`config.mk`:
```
export PLATFORM = sky130hd
export DESIGN_NAME = fetch_seq
export DESIGN_NICKNAME = d
export VERILOG_FILES = /design/src/rtl/cpu_pkg.sv /design/src/rtl/fetch_seq.sv
export SDC_FILE = /design/constraint.sdc
export NUM_CORES = 1
export LEC_CHECK = 0
export CAP_MARGIN = 20
export CORE_MARGIN = 2
export CORE_UTILIZATION = 40
export CTS_CLUSTER_SIZE = 28
export DETAILED_ROUTE_END_ITERATION = 10
export MAX_ROUTING_LAYER = met4
export PLACE_DENSITY = 0.69
export SYNTH_ARGS = -nofsm -noshare
export SYNTH_HDL_FRONTEND = slang
export SYNTH_SLANG_ARGS = --single-unit
```
`constraint.sdc`:
```
create_clock -name clk -period 1.8 [get_ports clk]
set_input_delay 0.54 -clock clk [delete_from_list [all_inputs] [get_ports clk]]
set_output_delay 0.54 -clock clk [all_outputs]
set_load 0.01 [all_outputs]
```
`src/rtl/cpu_pkg.sv`:
```
// Shared definitions for the instruction fetch sequencer: state encoding
// and the default reset vector, halt opcode and fetch timeout.
package cpu_pkg;

  typedef enum logic [2:0] {
    ST_INIT   = 3'd0,
    ST_IDLE   = 3'd1,
    ST_FETCH  = 3'd2,
    ST_DECODE = 3'd3,
    ST_EXEC   = 3'd4,
    ST_UPDATE = 3'd5,
    ST_HALT   = 3'd6,
    ST_FAULT  = 3'd7
  } state_e;

  localparam logic [7:0] RESET_VEC_DEF = 8'h80;
  localparam logic [7:0] HALT_OP_DEF   = 8'hFF;
  localparam int         FETCH_TMO_DEF = 15;
  localparam int         WAIT_W        = 4;

endpackage

```
`src/rtl/fetch_seq.sv`:
```
// Instruction fetch/decode/execute sequencer: drives the PC strobes, holds
// the instruction register and counts retired instructions.
module fetch_seq
  import cpu_pkg::*;
#(
  parameter logic [7:0] RESET_VEC = RESET_VEC_DEF,
  parameter logic [7:0] HALT_OP   = HALT_OP_DEF,
  parameter int         FETCH_TMO = FETCH_TMO_DEF
) (
  input  logic       clk,
  input  logic       rst,
  input  logic       run,
  output logic       instr_req,
  input  logic       instr_ack,
  input  logic [7:0] instr_data,
  input  logic       ex_done,
  input  logic       br_taken,
  input  logic [7:0] br_target,
  output logic       pc_inc,
  output logic       pc_load,
  output logic [7:0] pc_target,
  output logic [7:0] ir,
  output logic       decode_valid,
  output logic       halt,
  output logic       fault,
  output logic [7:0] retired
);

  localparam logic [WAIT_W-1:0] TMO = WAIT_W'(FETCH_TMO);

  state_e              r_state;
  state_e              w_state_nxt;
  logic [7:0]          r_ir;
  logic [7:0]          r_retired;
  logic [WAIT_W-1:0]   r_wait;
  logic [WAIT_W-1:0]   w_wait_inc;
  logic                w_tmo;
  logic                r_br_taken;
  logic [7:0]          r_br_target;

  // A FETCH cycle without ack that brings the count to TMO is the last one,
  // so the request is held for exactly FETCH_TMO cycles before giving up.
  assign w_wait_inc = r_wait + 1'b1;
  assign w_tmo      = (w_wait_inc == TMO);

  always_ff @(posedge clk) begin
    if (rst) begin
      r_state     <= ST_INIT;
      r_ir        <= '0;
      r_retired   <= '0;
      r_wait      <= '0;
      r_br_taken  <= 1'b0;
      r_br_target <= '0;
    end else begin
      r_state <= w_state_nxt;
      // Counter only runs inside FETCH, so every entry starts from zero.
      r_wait  <= (r_state == ST_FETCH) ? w_wait_inc : '0;
      if (r_state == ST_FETCH && instr_ack)
        r_ir <= instr_data;
      if (r_state == ST_EXEC && ex_done) begin
        r_br_taken  <= br_taken;
        r_br_target <= br_target;
      end
      if (r_state == ST_UPDATE)
        r_retired <= r_retired + 8'd1;
    end
  end

  always_comb begin
    w_state_nxt  = r_state;
    instr_req    = 1'b0;
    pc_inc       = 1'b0;
    pc_load      = 1'b0;
    pc_target    = '0;
    decode_valid = 1'b0;
    halt         = 1'b0;
    fault        = 1'b0;
    unique case (r_state)
      ST_INIT: begin
        pc_load     = 1'b1;
        pc_target   = RESET_VEC;
        w_state_nxt = ST_IDLE;
      end
      ST_IDLE: begin
        if (run) w_state_nxt = ST_FETCH;
      end
      ST_FETCH: begin
        instr_req = 1'b1;
        if (instr_ack)  w_state_nxt = ST_DECODE;
        else if (w_tmo) w_state_nxt = ST_FAULT;
      end
      ST_DECODE: begin
        decode_valid = 1'b1;
        w_state_nxt  = (r_ir == HALT_OP) ? ST_HALT : ST_EXEC;
      end
      ST_EXEC: begin
        if (ex_done) w_state_nxt = ST_UPDATE;
      end
      ST_UPDATE: begin
        // Taken and not-taken are exclusive, so the two PC strobes never overlap.
        pc_load     = r_br_taken;
        pc_inc      = ~r_br_taken;
        pc_target   = r_br_taken ? r_br_target : 8'h00;
        w_state_nxt = run ? ST_FETCH : ST_IDLE;
      end
      ST_HALT:  halt  = 1'b1;
      ST_FAULT: fault = 1'b1;
      default:  w_state_nxt = ST_INIT;
    endcase
  end

  assign ir      = r_ir;
  assign retired = r_retired;

endmodule
```
==> reports/qor.yml <==
outcome:
  status: "complete, but fails checks"
  violations: "setup timing"
placed_design:
  port_buffers: 51
  dp_hpwl_mm: 2.672
  dp.cells: 276
  gp_congestion: 0.8248
  dp_slack_ns: -0.1790
worst_setup_path:
  cp.arrival_ns: 1.33
  cp_data_required_time_ns: 1.26
  critPathCaptureType: "primary output"
  timing_worst_setup_path_type: "flop to primary output"
  cp_max_fo: 4
  start_kind: "flop"
global_route:
  grt_pass1_vias: 1484
  grt_max_degree: 18
  antenna_found_initial: 0
  grt_pass1_wl_mm: 6.368
  track_usage: 0.2023
  grt.overflow.total: 0
timing:
  hold_slack_ns: 0.4664
  fin_crit_sh: 1.038
  tightest_slew_ns: 0.3656
  worst_slack_ns: -0.06851
  hold_viol: 0
  drv_slew: 0
  slew_headroom: 0.7556
  skew_ns: 0.004402
  rsz0062_at_grt: "yes"
  max_freq_mhz: 535.2
  period_needed_ns: 1.869
  setup_viol: 7
synth:
  synth_cell_type_count: 32
  netlist_area_um2: 1445
  yosysWarningCount: 0
  syn-num-nets: 198
  yosysTopAreaCell: "dfxtp_1"
  avgSynthCellArea_um2: 8.353
  synthCells: 173
  synth_top_area_frac: 0.4433
  synth-seq-area-share: 0.4433
  synth_area_leaders: "dfxtp_1, nand2_1, nor2_1, mux2i_1, a21oi_1"
  ys_ff_latch: 32
detailed_routing:
  firstDrtPassIters: 4
  post_drt_wl_per_cell_um: 13.15
  drcViolationCount: 0
  drt_iter0_drc: 48
  wl_mm: 3.828
  vias: 1472
  viasPerCell: 5.058
  ant_nets: 0
cells_and_area:
  fin_util: 0.6674
  antenna_cells: 0
  seq_area_um2: 649.4
  nNetsFinal: 269
  multi_input_area_um2: 802.0
  area_delta_synth_final_pct: 57.75
  stdcell_count: 291
  nFillCells: 296
  drive_gt1_frac: 0.2653
floorplanning:
  core_area_um2: 3416
  die-area_um2: 4109
  die_w_um: 64.11
  start_util: 0.4231
  row_count: 21
  die_h_um: 64.11
  num_io_pins: 52
cts:
  clk_pin_slew_ns: 0.09
  clockBufferDepth: 2
  clock_sinks: 32
  clkLatencyLatePin_ns: 0.33
  cts_tree: "done"
  numCtsBuffers: 5
  cts_root_buf: "clkbuf_4"
  htreeDepth: 2
  ctsHoldBuffers: 0
power_and_ir_drop:
  vdd_drop_max_mv: 0.4021
  p_leak_nw: 1.062
  power_density_nw_per_um2: 642.9
worst_hold_path:
  min_path_type: "flop to flop"
run:
  drv_cap: 0
metrics by stage:
stage          TNS [ns]  power (mW)  instance area [um2]
6_report        -0.3351       1.466                 2280
3_3_place_gp    -0.9436       1.017                 2102
5_1_grt         -0.8415       1.543                 2280
3_5_place_dp     -1.643       1.026                 2102
4_1_cts         -0.3307       1.471                 2243
2_1_floorplan         0      0.8732                 1445
cell usage in the layout (no fill, tap or decap), types with 7 or more instances in the layout:
master           instances
dlygate4sd2_1            8
dlymetal6s2s_1           8
a21oi_1                 13
nor2_1                  23
dfxtp_1                 25
buf_4                   19
buf_6                   10
mux2i_1                  8
clkdlybuf4s50_1         21
nand2_1                 26
dfxtp_2                  7
cells by family (layout without fill, tap and decap cells):
family                   Yosys count  in the layout  synth area share
AND/OR/NAND/NOR                   84             84            0.2857
buffers and inverters             14             86           0.04069
multiplexers                       8              8           0.05541
AO/OA/AOI/OAI                     22             22           0.08832
adder cells (fa/ha/maj)            3              3           0.02598
flip-flops                        32             32            0.4433
XOR/XNOR                          10             10           0.06060
registers in the layout, indices dropped and copies added (netlist names):
register     count
ir               8
r_br_taken       1
r_br_target      8
r_state          3
r_wait           4
retired          8
metal layers:
metal / vias up / track usage / share of wire
met3: 7 / 0.06162 / 0.057
met1: 687 / 0.2225 / 0.43
met5: - / - / 0
met2: 46 / 0.3516 / 0.50
li1: 732 / - / -
met4: 0 / 0.06117 / 0.011
worst paths after layout:
kind	start	to	slack, ns	cells past startpoint
max reg2reg	r_state[0]	r_br_target[5]	0.24	8
min reg2reg	r_br_target[1]	r_br_target[1]	0.47	2
max	r_state[0]	pc_target[0]	-0.07	4
min	r_br_target[1]	r_br_target[1]	0.47	2
layout make-up:
cell class / count / area share
sequential: 32 / 0.2849
clock buffer: 8 / 0.02580
tap: 46 / 0.02525
multi-input combinational: 127 / 0.3518
inverter: 4 / 0.006586
timing repair buffer: 74 / 0.3057
critical path, stage by stage, from the launching register on:
cell	delay, ns
dfxtp_2	0.34
and3b_2	0.24
buf_6	0.13
and3_4	0.17
buf_6	0.11
repair_timing:
| action | CTS | global route |
|---|---|---|
| gates resized for setup | 94 | 9 |
| endpoints found under the setup margin | 24 | 21 |
| buffers inserted | 5 | 2 |
| pin swaps | 6 | 3 |
where the power goes:
part / switching [mW] / internal (mW) / leakage (nW)
Sequential: 0.0148 / 0.728 / 0.262
Clock: 0.240 / 0.193 / 0.0326
Combinational: 0.133 / 0.157 / 0.767
cells in the mapped netlist:
library cell / n
dfxtp_1: 32
nand2_1: 26
nor2_1: 23
a21oi_1: 15
and3_1: 10
mux2i_1: 8
nand4_1: 6
buf_2: 5
clkbuf_1: 5
xnor2_1: 5
xor2_1: 5
nand3_1: 4
nor3_1: 4
ha_1: 3
inv_1: 3
nor2b_1: 2
o21ai_0: 2
a211o_1: 1
a221oi_1: 1
and2_1: 1
and3b_1: 1
and4b_1: 1
inv_2: 1
nand3b_1: 1
nand4b_1: 1
nor3_4: 1
nor4_1: 1
o211ai_1: 1
o31a_1: 1
o32ai_1: 1
or2_1: 1
or3_1: 1
Note: power is estimated with default switching activity, not from simulation.
